==> src/rtl/fetch_if.sv <==
// Fetch-stage bus: EX-stage redirect/training inputs, instruction-memory port and fetch outputs.
// The master modport is the fetch unit; the slave modport is the pipeline/memory side.
interface fetch_if;
  logic        stall_F;
  logic        redirect_EX;
  logic [31:0] redirect_pc_EX;
  logic        BP_update_en_EX;
  logic        BP_taken_EX;
  logic [31:0] PC_update_EX;
  logic [31:0] imem_data_F;
  logic [31:0] imem_addr_F;
  logic [31:0] PC_out_F;
  logic [31:0] normal_F;
  logic [31:0] InstructionMemory_out_F;
  logic        BP_en_F;
  logic        BP_decision_F;

  modport master (
    input  stall_F,
    input  redirect_EX,
    input  redirect_pc_EX,
    input  BP_update_en_EX,
    input  BP_taken_EX,
    input  PC_update_EX,
    input  imem_data_F,
    output imem_addr_F,
    output PC_out_F,
    output normal_F,
    output InstructionMemory_out_F,
    output BP_en_F,
    output BP_decision_F
  );

  modport slave (
    output stall_F,
    output redirect_EX,
    output redirect_pc_EX,
    output BP_update_en_EX,
    output BP_taken_EX,
    output PC_update_EX,
    output imem_data_F,
    input  imem_addr_F,
    input  PC_out_F,
    input  normal_F,
    input  InstructionMemory_out_F,
    input  BP_en_F,
    input  BP_decision_F
  );
endinterface

==> src/rtl/fetch_unit.sv <==
// Fetch stage: PC register, next-PC selection and a 16-entry bimodal (2-bit counter) predictor
// for conditional branches.
module fetch_unit (
  input  logic   clk,
  input  logic   rst,
  fetch_if.master bus
);
  localparam logic [6:0]  BranchOpcode = 7'b1100011;
  localparam logic [1:0]  CntReset     = 2'b01;
  localparam logic [31:0] PcStep       = 32'd4;

  logic [31:0] pc_q, pc_d;
  logic [1:0]  bht_q [16];
  logic [1:0]  bht_d [16];

  logic [3:0]  fetch_idx;
  logic [3:0]  upd_idx;
  logic        is_branch;
  logic        decision;
  logic [31:0] b_imm;
  logic [31:0] target;
  logic [31:0] normal;

  always_comb begin
    fetch_idx = pc_q[5:2];
    is_branch = (bus.imem_data_F[6:0] == BranchOpcode);
    // Prediction reads the registered counter, so a same-cycle update is seen one cycle later.
    decision  = is_branch & bht_q[fetch_idx][1];
    b_imm     = {{19{bus.imem_data_F[31]}}, bus.imem_data_F[31], bus.imem_data_F[7],
                 bus.imem_data_F[30:25], bus.imem_data_F[11:8], 1'b0};
    target    = pc_q + b_imm;
    normal    = pc_q + PcStep;
  end

  always_comb begin
    pc_d = normal;
    if (bus.redirect_EX) begin
      pc_d = bus.redirect_pc_EX;
    end else if (bus.stall_F) begin
      pc_d = pc_q;
    end else if (decision) begin
      pc_d = target;
    end
  end

  always_comb begin
    upd_idx = bus.PC_update_EX[5:2];
    for (int i = 0; i < 16; i++) begin
      bht_d[i] = bht_q[i];
    end
    if (bus.BP_update_en_EX) begin
      if (bus.BP_taken_EX) begin
        if (bht_q[upd_idx] != 2'b11) bht_d[upd_idx] = bht_q[upd_idx] + 2'b01;
      end else begin
        if (bht_q[upd_idx] != 2'b00) bht_d[upd_idx] = bht_q[upd_idx] - 2'b01;
      end
    end
  end

  always_ff @(posedge clk or negedge rst) begin
    if (!rst) begin
      pc_q <= 32'h0;
      for (int i = 0; i < 16; i++) begin
        bht_q[i] <= CntReset;
      end
    end else begin
      pc_q <= pc_d;
      for (int i = 0; i < 16; i++) begin
        bht_q[i] <= bht_d[i];
      end
    end
  end

  assign bus.PC_out_F                = pc_q;
  assign bus.imem_addr_F             = pc_q;
  assign bus.normal_F                = normal;
  assign bus.InstructionMemory_out_F = bus.imem_data_F;
  assign bus.BP_en_F                 = is_branch;
  assign bus.BP_decision_F           = decision;
endmodule

==> src/flat_wrapper.sv <==
// flat-port wrapper written by rule: the top's interface ports become plain ports
module fetch_unit_flat 
  (clk, rst, bus_stall_F, bus_redirect_EX, bus_redirect_pc_EX, bus_BP_update_en_EX, bus_BP_taken_EX, bus_PC_update_EX, bus_imem_data_F, bus_imem_addr_F, bus_PC_out_F, bus_normal_F, bus_InstructionMemory_out_F, bus_BP_en_F, bus_BP_decision_F);
  fetch_if bus_i ();
  input  logic clk;
  input  logic rst;
  input wire logic [$bits(bus_i.stall_F)-1:0] bus_stall_F;
  input wire logic [$bits(bus_i.redirect_EX)-1:0] bus_redirect_EX;
  input wire logic [$bits(bus_i.redirect_pc_EX)-1:0] bus_redirect_pc_EX;
  input wire logic [$bits(bus_i.BP_update_en_EX)-1:0] bus_BP_update_en_EX;
  input wire logic [$bits(bus_i.BP_taken_EX)-1:0] bus_BP_taken_EX;
  input wire logic [$bits(bus_i.PC_update_EX)-1:0] bus_PC_update_EX;
  input wire logic [$bits(bus_i.imem_data_F)-1:0] bus_imem_data_F;
  output wire logic [$bits(bus_i.imem_addr_F)-1:0] bus_imem_addr_F;
  output wire logic [$bits(bus_i.PC_out_F)-1:0] bus_PC_out_F;
  output wire logic [$bits(bus_i.normal_F)-1:0] bus_normal_F;
  output wire logic [$bits(bus_i.InstructionMemory_out_F)-1:0] bus_InstructionMemory_out_F;
  output wire logic [$bits(bus_i.BP_en_F)-1:0] bus_BP_en_F;
  output wire logic [$bits(bus_i.BP_decision_F)-1:0] bus_BP_decision_F;
  assign bus_i.stall_F = bus_stall_F;
  assign bus_i.redirect_EX = bus_redirect_EX;
  assign bus_i.redirect_pc_EX = bus_redirect_pc_EX;
  assign bus_i.BP_update_en_EX = bus_BP_update_en_EX;
  assign bus_i.BP_taken_EX = bus_BP_taken_EX;
  assign bus_i.PC_update_EX = bus_PC_update_EX;
  assign bus_i.imem_data_F = bus_imem_data_F;
  assign bus_imem_addr_F = bus_i.imem_addr_F;
  assign bus_PC_out_F = bus_i.PC_out_F;
  assign bus_normal_F = bus_i.normal_F;
  assign bus_InstructionMemory_out_F = bus_i.InstructionMemory_out_F;
  assign bus_BP_en_F = bus_i.BP_en_F;
  assign bus_BP_decision_F = bus_i.BP_decision_F;
  fetch_unit u_core (.clk(clk), .rst(rst), .bus(bus_i));
endmodule
==> config.mk <==
export PLATFORM = sky130hd
export DESIGN_NAME = fetch_unit_flat
export DESIGN_NICKNAME = d
export VERILOG_FILES = /design/src/rtl/fetch_if.sv /design/src/rtl/fetch_unit.sv /design/src/flat_wrapper.sv
export SDC_FILE = /design/constraint.sdc
export NUM_CORES = 1
export LEC_CHECK = 0
export ABC_AREA = 1
export CAP_MARGIN = 40
export CELL_PAD_IN_SITES_DETAIL_PLACEMENT = 0
export CELL_PAD_IN_SITES_GLOBAL_PLACEMENT = 1
export CORE_ASPECT_RATIO = 2
export CORE_MARGIN = 1.5
export CORE_UTILIZATION = 34
export DETAILED_ROUTE_END_ITERATION = 8
export PLACE_DENSITY_LB_ADDON = 0.3
export SYNTH_ARGS = -nofsm -noshare
export SYNTH_HDL_FRONTEND = slang
export SYNTH_SLANG_ARGS = --single-unit
==> constraint.sdc <==
create_clock -name clk -period 4.1 [get_ports clk]
set_clock_uncertainty 0.2 [all_clocks]
set_input_delay 0.41 -clock clk [delete_from_list [all_inputs] [get_ports clk]]
set_output_delay 0.41 -clock clk [all_outputs]
set_load 0.05 [all_outputs]
Word-level counts from Yosys, hierarchy flattened --
Cells that the tools add are included. W data, S select, Z words.
Storage, ports and cells: output and inout bits 130, register bits 64
Operators by class: multiplexer cells 16, equal/unequal tests 4, magnitude comparators 3, reduce and logical (&&, ||, !) cells 4, $add $sub $neg 4, bitwise operators 3
Operators by type and width (count):
- $mux W32 | 6
- $bwmux W32 | 2
- $add A32 B3 Y32 const B | 1
- $add A32 B32 Y32 | 1
- $bmux W2 S4 | 2
- $ge A5 B5 Y1 const B | 2
- $mux W2 | 5
- $not A4 Y5 | 2
- $demux W2 S4 | 1
- $eq A7 B7 Y1 const B | 1
- $lt A5 B1 Y1 const B | 1
- $ne A2 B1 Y1 const B | 2
- $reduce_bool A2 Y1 | 2
- $reduce_and A3 Y1 | 1
- $add A2 B1 Y2 const B | 1
- $ne A2 B2 Y1 const B | 1
- $sub A2 B1 Y2 const B | 1
- $and A1 B1 Y1 | 1
- $logic_and A1 B1 Y1 | 1

Logic depth before layout (Yosys ltp) --
Gate-level depths: netlist of the first run.
depth in word-level cells 8, gate-level depth with buffers 20, depth with buffers taken out 18

Worst setup path after synthesis of the first run --
No wires, ideal clock.
path kind flip-flop to output port, from register u_core.pc_q[2], in the netlist u_core.bus.PC_out_F[2], to output bus_normal_F[30], setup slack 1.119 ns, data required time 3.490 ns, stages on the path, launching flop included 8, arrival 2.371 ns, cell sequence dfrtp_1 -> ha_1 -> inv_1 -> nor2_2 -> inv_1 -> nor2_1 -> nand2_1 -> xor2_1
On the way: word-level cells in the longest chain between the ends 1
Ends and longest elaborated chain:
- from (decl) | line fetch_unit.sv:12 | logic [31:0] pc_q, pc_d;
- from (signal assigned) | line fetch_unit.sv:67 | pc_q <= pc_d;
- $add A32 B3 Y32 | line fetch_unit.sv:32 | normal = pc_q + PcStep;
- to (decl) | line flat_wrapper.sv:16 | output wire logic [$bits(bus_i.normal_F)-1:0] bus_normal_F;
No other way between the ends.

Final worst setup path of the first run --
from register u_core.pc_q[13], in the netlist u_core.bus.PC_out_F[13], to output bus_normal_F[30]
The elaborated chain is that of the path after synthesis.

==> metrics.txt, run 1 <==
outcome=finished clean; Slew @ Worst Pin=0.8220 ns; Synth top area share=19.72%; total power=3.662 mW; CP max FO=6; Final Max Tran Viols=0; Synth area leader=nand2_1; Worst Setup End Kind=output pin; Rows=74; Initial Utilization=34.46%; P_leak=4.299 nW; Placed Cells=1,513; layout cells sized above 1=6.017%; top cells by area, synth=nand2_1, dfrtp_1, inv_1; synth warn=0; PortBufs=177; Bufs on Longest Clock Path=2; drt wl/cell=19.07 µm; Antenna Cells=0; CTS sink cnt=64; ys async rst share=100.0%; cells after synthesis=1,136; crit share post-route=93.79%; Finished Core Util=43.96%; crit path kind=flip-flop to output pin; Post-Syn Nets=1,272; Clock Latency Late Sink=0.36 ns; Synth Register Bits=64; Core ar.=20,280 µm²; distinct cell type count after synthesis=43; vias in the first global route=7,834; HP Class=flip-flop to flip-flop; Final Critical Period=3.846 ns; total negative slack=0 ns; FILL cells=2,199; largest net degree at the start of global routing=33; DRT iter0 DRCs=405; Syn Area/Cell=6.150 µm²; sequential share of the synthesized area=23.21%; first-pass GRT wire length=43.21 mm; grt ovf=0; final routed DRC violation total=0; # IOs=232; required time worst endpoint=3.49 ns; FMAX=260.0 MHz; r2r endpoint=u_core.bus.PC_out_F[31]; clock transition at the registers of the reported paths=0.06 ns; max_cap viols=0; most common cell in the synthesized netlist=nand2_1; worst hold margin=0.2794 ns; final WL=29.16 mm; Die Area=21,470 µm²; Worst Setup EP=bus_normal_F[30]; final setup fails=0; CTS tree=done; RSZ-0062 raised after global routing=no; Slew headroom=44.86%; area grow syn2layout=27.58%; Setup Fix Bufs, Post-CTS=0; antenna violations before repair=0; Mapped Area=6987 µm²; RePlAce Congestion=0.9752; CP startpoint=u_core.bus.PC_out_F[13]; via/cell ratio=5.027; CTS H-tree depth=3; Layout Nets=1,395; Layout Cells excl Fill=1,529; GR Util All Layers=27.31%; Startpoint Class=flip-flop; DIE WIDTH=104.4 µm; Peak VDD IR=221.4 µV; Main synth FF type=dfrtp_1; DR vias=7,687; reg2reg setup slack=1.21 ns; CTS buffer count=9; DPL Wire Length=23.75 mm; remaining antenna violation count=0; WP data arrival=3.24 ns; pwr/cell area=410.8 nW/µm²; CTS root buf=clkbuf_16; First-pass DRT Iterations=4; r2r worst-path depth=15; RR Startpoint=u_core.bus.PC_out_F[2]; die height=205.7 µm; Synth top cells by count=nand2_1, inv_1, nor2_1, nand3_1; number of flops mapped to enable cells by yosys=0; final hold violation count=0
worst max-delay path, stage by stage, from the launching register on:
cell             delay, ns
dfrtp_1               0.50
inv_1                 0.16
nor3_1                0.37
nand2_1               0.13
nor2_1                0.36
nand2_1               0.22
xor2_1                0.28
clkdlybuf4s50_1       0.85
power breakdown:
group / internal [mW] / switching [mW]
clock network: 0.465 / 0.324
logic: 0.615 / 1.21
registers: 0.863 / 0.188
per-layer routing:
layer | vias up | track usage, % | wire (µm)
met1 | 3558 | 24.60 | 9678
met4 | 0 | 20.59 | 2255
met3 | 92 | 3.484 | 1039
li1 | 3793 | - | -
met5 | - | 0 | 0
met2 | 244 | 54.11 | 16180
cell families after synthesis:
group                    Yosys count  synth area share (%)
AO/OA/AOI/OAI                    154                 11.96
XOR/XNOR                          36                 4.513
adder cells (fa/ha/maj)           34                 6.196
buffers and inverters            248                 17.98
flip-flops                        64                 23.21
AND/OR/NAND/NOR                  600                 36.14
how the worst min path moves through the flow:
| stage | from | to | slack, ns | cells past startpoint |
|---|---|---|---|---|
| after detailed placement | rst | u_core.bus.PC_out_F[22] | 0.15 | 1 |
| after CTS | flip-flop | flip-flop | 0.28 | 2 |
| after global placement | flip-flop | flip-flop | 0.26 | 2 |
| after floorplan | rst | u_core.bht_q[11] | -0.09 | 0 |
| final | flip-flop | flip-flop | 0.28 | 2 |
| after global routing | flip-flop | flip-flop | 0.30 | 2 |
placed cells by master (no fill, tap or decap), types with 2 or more instances in the layout:
master           Yosys  final
nor3b_1              2      2
nand3b_1             6      6
o21ai_1             14     14
clkdlybuf4s50_1      0    176
inv_2                4      4
xnor2_1              3      3
xor2_1              33     33
a21oi_1             46     46
o211ai_1            10     10
o21a_1               2      2
ha_1                33     33
clkinv_1             2      2
nor3_2               2      2
nor2_2               6      6
o21ai_0             67     67
nand2_1            367    367
a22oi_1              4      4
nor2_1              97     97
o21bai_1             7      7
nor3_1              14     14
dfrtp_1             48     48
dfstp_2             16     16
clkinv_2             0      3
buf_4               67     22
clkbuf_16            0      9
inv_1              152    152
nand4_1             11     11
nand3_1             87     87
a31oi_1              2      2
layout make-up:
type | count | area [µm²] | share of cell area [%]
multi-input cells | 824 | 4109 | 46.10
repair buffers | 201 | 1962 | 22.01
flip-flops and latches | 64 | 1622 | 18.19
inverters | 159 | 601.8 | 6.752
well taps | 266 | 332.8 | 3.734
clock buffers | 9 | 225.2 | 2.527
clock inverters | 6 | 61.31 | 0.6878
through the flow:
step	setup slack (ns)	area (µm²)
3_3_place_gp	0.4647	8597
2_1_floorplan	1.119	6987
4_1_cts	0.2686	8914
3_5_place_dp	0.4197	8617
6_report	0.2545	8914
5_1_grt	0.1402	8914
repair_timing:
item	in CTS	in global routing
hold buffers	1	0
endpoints found under the hold margin	11	0
resized for setup	0	0
No activity file was read; power rests on OpenSTA's default activity.
==> run 2: changes to the inputs <==
Settings changed: CORE_ASPECT_RATIO 2 to 0.75.
==> run 2 against run 1 <==
Compared with the run above:
- sequential share of layout area grew 0.16 points
- largest cell class unchanged
- highest routed layer unchanged
- clock power is essentially flat
- sequential power is essentially flat
==> metrics.txt, run 2 (synthesis results as in run 1) <==
vias in the first global route=6,867 (-12%); layout cells sized above 1=5.339% (-0.68 points); Final Max Tran Viols=0 (unchanged); antenna violations before repair=0 (unchanged); CTS sink cnt=64 (unchanged); most common cell after layout, fill and taps aside=nand2_1; max_cap viols=0 (unchanged); Core ar.=20,210 µm² (-0.31%); Layout Nets=1,386 (-0.65%); drt wl/cell=17.41 µm (-8.7%); Internal=1.933 mW (-0.49%); # IOs=232 (unchanged); CP max FO=7 (+1); CTS tree=done; WP data arrival=3.11 ns (-0.13 ns); First-pass DRT Iterations=5 (+1); worst hold margin=0.2764 ns (-0.002996 ns); Slew @ Worst Pin=0.7440 ns (-0.07805 ns); largest net degree at the start of global routing=34 (+3.0%); Bufs on Longest Clock Path=2 (unchanged); first-pass GRT wire length=40.14 mm (-7.1%); CTS buffer count=9 (unchanged); Finished Core Util=43.72% (-0.24 points); RSZ-0062 raised after global routing=no; Clock Latency Late Sink=0.35 ns (about the same); area grow syn2layout=26.49%; register share of total power=29.1% (+0.4 points); Comb pwr share=49.2% (-0.5 points); Antenna Cells=0 (unchanged); Initial Utilization=34.57% (+0.11 points); required time worst endpoint=3.49 ns (about the same); GR Util All Layers=24.67% (-2.6 points); final setup fails=0 (unchanged); PortBufs=177 (unchanged); RR Startpoint=u_core.bus.PC_out_F[3]; reg2reg setup slack=1.25 ns (+0.04 ns); CTS root buf=clkbuf_16; DIE WIDTH=168.5 µm (+61%); outcome=finished clean; hold-critical path depth=2 (unchanged); HP Class=flip-flop to flip-flop; Setup Fix Bufs, Post-CTS=0 (unchanged); FMAX=269.2 MHz (+3.5%); via/cell ratio=4.994 (-0.66%); final hold violation count=0 (unchanged); P_leak=4.257 nW (-0.96%); Final Critical Period=3.715 ns (-0.1303 ns); Rows=45 (-39%); r2r worst-path depth=14 (-1); Clk pwr share=21.7% (about the same); RePlAce Congestion=0.9082 (-6.9%); Switch Pwr=1.706 mW (-0.75%); final WL=26.34 mm (-9.7%); Startpoint Class=flip-flop; grt ovf=0 (unchanged); total negative slack=0 ns (unchanged); pwr/cell area=411.8 nW/µm² (+0.25%); clock transition at the registers of the reported paths=0.06 ns (about the same); DPL Wire Length=20.91 mm (-12%); Slew headroom=50.09% (+5.2 points); Die Area=21,430 µm² (-0.20%); remaining antenna violation count=0 (unchanged); commonest non-fill, non-tap cells in the layout=nand2_1, clkdlybuf4s50_1, inv_1; DR vias=7,556 (-1.7%); Peak VDD IR=158.9 µV (-28%); CTS H-tree depth=3 (unchanged); crit path kind=flip-flop to output pin; Sw Share=46.87% (-0.063 points); final routed DRC violation total=0 (unchanged); DRT iter0 DRCs=712 (+76%); Worst Setup End Kind=output pin; crit share post-route=90.61% (-3.2 points); r2r endpoint=u_core.bus.PC_out_F[28]; die height=127.1 µm (-38%)
## run 2: changes by cell type in the layout (fill, tap and decap cells not counted)
cell	change
buf_4	-8
clkbuf_1	+2
clkdlybuf4s50_1	-1
clkinv_2	-1
clkinv_4	+1
clkinvlp_4	-1
## run 2: how the worst max path moves through the flow
stage                             from               end  slack [ns]  depth (start not counted)
4_1_cts        u_core.bus.PC_out_F[10]  bus_normal_F[24]        0.40                          7
2_1_floorplan   u_core.bus.PC_out_F[2]  bus_normal_F[30]        1.12                          7
3_5_place_dp       bus_PC_update_EX[2]         flip-flop        0.59                         17
5_1_grt        u_core.bus.PC_out_F[10]  bus_normal_F[24]        0.20                          6
6_report       u_core.bus.PC_out_F[10]  bus_normal_F[24]        0.38                          7
3_3_place_gp       bus_PC_update_EX[2]  u_core.bht_q[29]        0.63                         18
## run 2: power groups by stage
| stage | registers [mW] | clock network (mW) | logic [mW] |
|---|---|---|---|
| detailed placement | 1.06 | 0 | 1.78 |
| global route | 1.08 | 0.829 | 1.96 |
| finish | 1.06 | 0.791 | 1.79 |
| CTS | 1.05 | 0.806 | 1.79 |
| floorplan | 1.11 | 0 | 1.19 |
| global placement | 1.06 | 0 | 1.77 |
## run 2: critical path, stage by stage, from the launching register on
cell	delay, ns
dfrtp_1	0.53
nand2_1	0.22
nor3_1	0.45
nand4_1	0.38
nor2_1	0.18
nand2_1	0.08
nand2_1	0.10
clkdlybuf4s50_1	0.81
## run 2: final cells by class
type                       count  area (µm²)
fill                        2157       11380
clock inverter                 5       57.56
timing repair buffer         192        1892
multi-input combinational    824        4109
tap                          258       322.8
sequential                    64        1622
clock buffer                  11       232.7
inverter                     159       601.8
## run 2: stage by stage
| stage | total power, mW | setup slack [ns] | cells | cell area (µm²) |
|---|---|---|---|---|
| global placement | 2.826 | 0.6321 | 1495 | 8517 |
| floorplan | 2.295 | 1.119 | 1136 | 6987 |
| finish | 3.639 | 0.3848 | 1513 | 8837 |
| CTS | 3.647 | 0.4026 | 1513 | 8837 |
| global route | 3.866 | 0.1978 | 1513 | 8837 |
| detailed placement | 2.836 | 0.5944 | 1496 | 8537 |
## run 2: timing repair
action                                 4_1_cts  5_1_grt
endpoints found under the hold margin        5        0
resized for setup                            0        0
hold buffers                                 1        0
## run 2: routing by layer
layer | wire (µm) | GRT usage (%)
met1 | 13550 | 38.42
met2 | 10220 | 34.93
met3 | 2264 | 4.430
met4 | 305 | 4.989
met5 | 0 | 0
==> patch 1, RTL diff (config.mk and constraints of run 1) <==
Make the reset (`rst`) synchronous in one clocked block.
--- a/src/rtl/fetch_unit.sv
+++ b/src/rtl/fetch_unit.sv
@@ -58,5 +58,5 @@
   end
 
-  always_ff @(posedge clk or negedge rst) begin
+  always_ff @(posedge clk) begin
     if (!rst) begin
       pc_q <= 32'h0;
Check against the original RTL: differs if rst is asserted again (counterexample within 4 cycles, from zero or initial values and one cycle with rst low); with rst held inactive, the same outputs for 4 cycles.
==> patch 1 against run 1 <==
Routed wire length shrank 5.7%; count of clock-buffer cells in the layout grew 2; global-route usage shrank 1.3 points; power shrank 32%; sequential cell count grew 4; sequential power shrank 29%; synthesized area shrank 1.4%; final area shrank 0.79%; non-clock buffer count shrank 3; worst setup slack lost 0.014 ns.
==> patch 1: results (changes against run 1) <==
[outcome]
status=completed

[sta]
holdWs_ns=0.270  ; -0.00957 ns

[worst_setup_path]
crit_arrival_ns=3.25  ; about the same
r2r_slack_ns=1.24  ; +0.03 ns
slowest_delay_ns=0.82  ; -0.03 ns

[global_routing]
track_usage=0.260  ; -0.0133
grt_pass1_vias=7805  ; -0.37%
global_route.usage.met3=0.0217  ; -0.0132
grt_use_met1=0.245  ; -0.000627
grt_max_degree=31  ; -6.1%
grt_pass1_wl_mm=41.7  ; -3.5%
grt_util_met2=0.515  ; -0.0261

[final_layout]
fillerInstances=2266  ; +3.0%
drive_above_1_share=0.0477  ; -0.0124
fin_cells=1561  ; +2.1%

[logic_synthesis]
synth_ff_type=dfxtp_1
synth-seq-area-share=0.198  ; -0.0345
synthArstFlopShare=0  ; -1.00
synth.area.top_cells=dfxtp_1, nand2_1, inv_1
synth.avg_cell_area_um2=5.88  ; -4.4%
synth_common_cells=nand2_1, inv_1, nor2_1, a21oi_1, nand3_1

[placement]
pre_cts_slack_ns=0.323  ; -0.0967 ns

[power]
worst_ir_drop_vdd_uv=210  ; -5.0%
p_switching_mw=0.984  ; -43%
p_leak_nw=4.09  ; -4.9%

[clock_tree]
clk_latency_ns=0.33  ; -0.03 ns

[patch 1: cell types whose count changed after synthesis, moves of 16 or more]
| cell | delta |
|---|---|
| dfxtp_1 | +68 |
| dfrtp_1 | -48 |
| nand2_1 | -47 |
| a21oi_1 | +44 |
| inv_1 | +35 |
| dfstp_2 | -16 |
| nand3_1 | -16 |
[patch 1: tightest hold or removal path: stages, from the launching register on]
cell and delay (ns):
dfxtp_1 0.32, a21oi_1 0.06, o21ai_0 0.06
[patch 1: cells by family after synthesis]
kind of cell,count (synthesis),synth area share
AND/OR/NAND/NOR,558,0.343
buffers and inverters,279,0.193
XOR/XNOR,37,0.0492
AO/OA/AOI/OAI,196,0.155
flip-flops,68,0.198
adder cells (fa/ha/maj),34,0.0628
[patch 1: cell type report]
| cell class | count | area (um2) | share of cell area |
|---|---|---|---|
| Clock buffer | 11 | 243 | 0.0274 |
| Timing Repair Buffer | 198 | 1930 | 0.218 |
| Sequential cell | 68 | 1360 | 0.154 |
| Multi-Input combinational cell | 825 | 4200 | 0.475 |
| Inverter | 192 | 723 | 0.0818 |
| Tap cell | 262 | 328 | 0.0371 |
| Clock inverter | 5 | 61.3 | 0.00693 |
[patch 1: through the flow]
| step | util | area [um2] |
|---|---|---|
| after floorplan | - | 6890 |
| after global placement | 0.429 | 8540 |
| after detailed placement | 0.429 | 8540 |
| after CTS | 0.444 | 8840 |
| after global routing | 0.444 | 8840 |
| final | 0.444 | 8840 |
[patch 1: worst paths after layout]
check,start,end
worst max-delay path,u_core.bus.PC_out_F[3],bus_normal_F[24]
worst min register to register,flip-flop,flip-flop
worst max register to register,flip-flop,u_core.bht_q[13][1]
worst min-delay path,flip-flop,flip-flop
[patch 1: metal layers]
metal,vias up,routed length (um)
li1,3923,-
met1,3463,9460
met2,201,15400
met3,71,856
met4,0,1820
met5,-,0
[patch 1: power groups by stage]
stage               Combinational (mW)  Clock, mW  Sequential, mW
detailed placement               0.952          0           0.758
global route                      1.03      0.834           0.749
global placement                 0.950          0           0.758
floorplan                        0.621          0           0.803
finish                           0.953      0.789           0.744
CTS                              0.956      0.808           0.744
==> patch 2, RTL diff (settings of run 1) <==
Made on the original files. `pc_q` no longer has a reset.
--- a/src/rtl/fetch_unit.sv
+++ b/src/rtl/fetch_unit.sv
@@ -60,14 +60,16 @@
   always_ff @(posedge clk or negedge rst) begin
     if (!rst) begin
-      pc_q <= 32'h0;
       for (int i = 0; i < 16; i++) begin
         bht_q[i] <= CntReset;
       end
     end else begin
-      pc_q <= pc_d;
       for (int i = 0; i < 16; i++) begin
         bht_q[i] <= bht_d[i];
       end
     end
+  end
+
+  always_ff @(posedge clk) begin
+    pc_q <= pc_d;
   end
 
Formal check against the unedited RTL: not equivalent (a bounded check fails within 4 cycles, from zero or initial values and one cycle with rst low).
==> patch 2 against run 1 <==
Die area shrank 1.8%; combinational power down 5%; clock power up 4.2%; worst setup slack worse by 0.0065 ns; routed wire length decreased by 9.4%; sequential cell count stayed put; sequential power increased by 5%; via count down 7.2%; final area shrank 2.0%; synthesized area is 1.8% lower; non-clock buffer count fell by 12; global-route usage decreased by 1.5 points; power fell by 0.33%; critical endpoint is now bus_normal_F[22]; largest power group unchanged.
==> patch 2: results (changes against run 1) <==
[placement]
placed_cell_area_um2=8420  ; -2.3%
pre_cts_slack_ns=0.626  ; +0.206 ns
gp_congestion=0.950  ; -2.6%
dp_hpwl_mm=21.8  ; -8.2%
placed_cells=1453  ; -4.0%

[outcome]
status=completed

[global_routing]
grt_util_met2=0.503  ; -0.0386
grt_pass1_wl_mm=39.6  ; -8.4%
global_route.usage.met3=0.0239  ; -0.0109
grt_pass1_vias=7200  ; -8.1%
grt_use_met1=0.248  ; +0.00235
track_usage=0.259  ; -0.0146

[routing]
wl_met1_mm=9.06  ; -6.4%
first_iter_violations=323  ; -20%
wl_per_cell_um=18.0  ; -5.7%
drt-vias-per-instance=4.86  ; -3.4%
vias=7134  ; -7.2%
wl_met2_mm=15.0  ; -7.1%
wl_met3_um=663  ; -36%

[final_layout]
nNetsFinal=1338  ; -4.1%
drive_above_1_share=0.0530  ; -0.00715

[worst_hold_path]
hold_class=in -> async

[logic_synthesis]
synthArstFlopShare=0.500  ; -0.500
synth_ff_type=edfxtp_1
synth_fa_ha_area_frac=0.0631  ; +0.00116
synth-seq-area-share=0.260  ; +0.0277
syn-num-nets=1222  ; -3.9%
synth_edf_count=32  ; +32
synth.area.top_cells=nand2_1, edfxtp_1, buf_4
synth_common_cells=nand2_1, inv_1, nor2_1, nand3_1, buf_4
ys_types=37  ; -14%
synthXorXnorAreaFrac=0.0471  ; +0.00194

[clock_tree]
cts_max_level=3  ; unchanged

[power]
comb_power_share=0.474  ; -0.023
p_per_area_nw_per_um2=418  ; +1.7%
p_leak_nw=4.15  ; -3.4%
power_frac_seq=0.300  ; +0.013
worst_ir_drop_vdd_uv=378  ; +71%
p_switching_mw=1.65  ; -4.1%

[worst_setup_path]
cp_top_family=buffers and inverters
cp_max_fo=10  ; +4

[die]
core_um2=19800  ; -2.3%

[sta]
slew_headroom=0.594  ; +0.145

==> patch 2: area by class of cell <==
type / count / area [um2]
tap: 262 / 328
sequential: 64 / 1780
clock inverter: 3 / 20.0
fill: 2159 / 11100
timing repair buffer: 189 / 1860
clock buffer: 13 / 293
inverter: 140 / 526
multi-input combinational: 798 / 3930
==> patch 2: path summary, 6_finish.rpt <==
| check | slack, ns | startpoint | depth (start not counted) | to |
|---|---|---|---|---|
| min in group clk | 0.27 | flip-flop | 2 | flip-flop |
| min | 0.27 | rst | 2 | u_core.bht_q[1] |
| max reg2reg | 1.13 | u_core.bus.PC_out_F[2] | 11 | u_core.bus.PC_out_F[25] |
| min reg2reg | 0.27 | flip-flop | 2 | flip-flop |
| max | 0.25 | u_core.bus.PC_out_F[3] | 5 | bus_normal_F[22] |
| max in group asynchronous | 3.09 | rst | 2 | async pin |
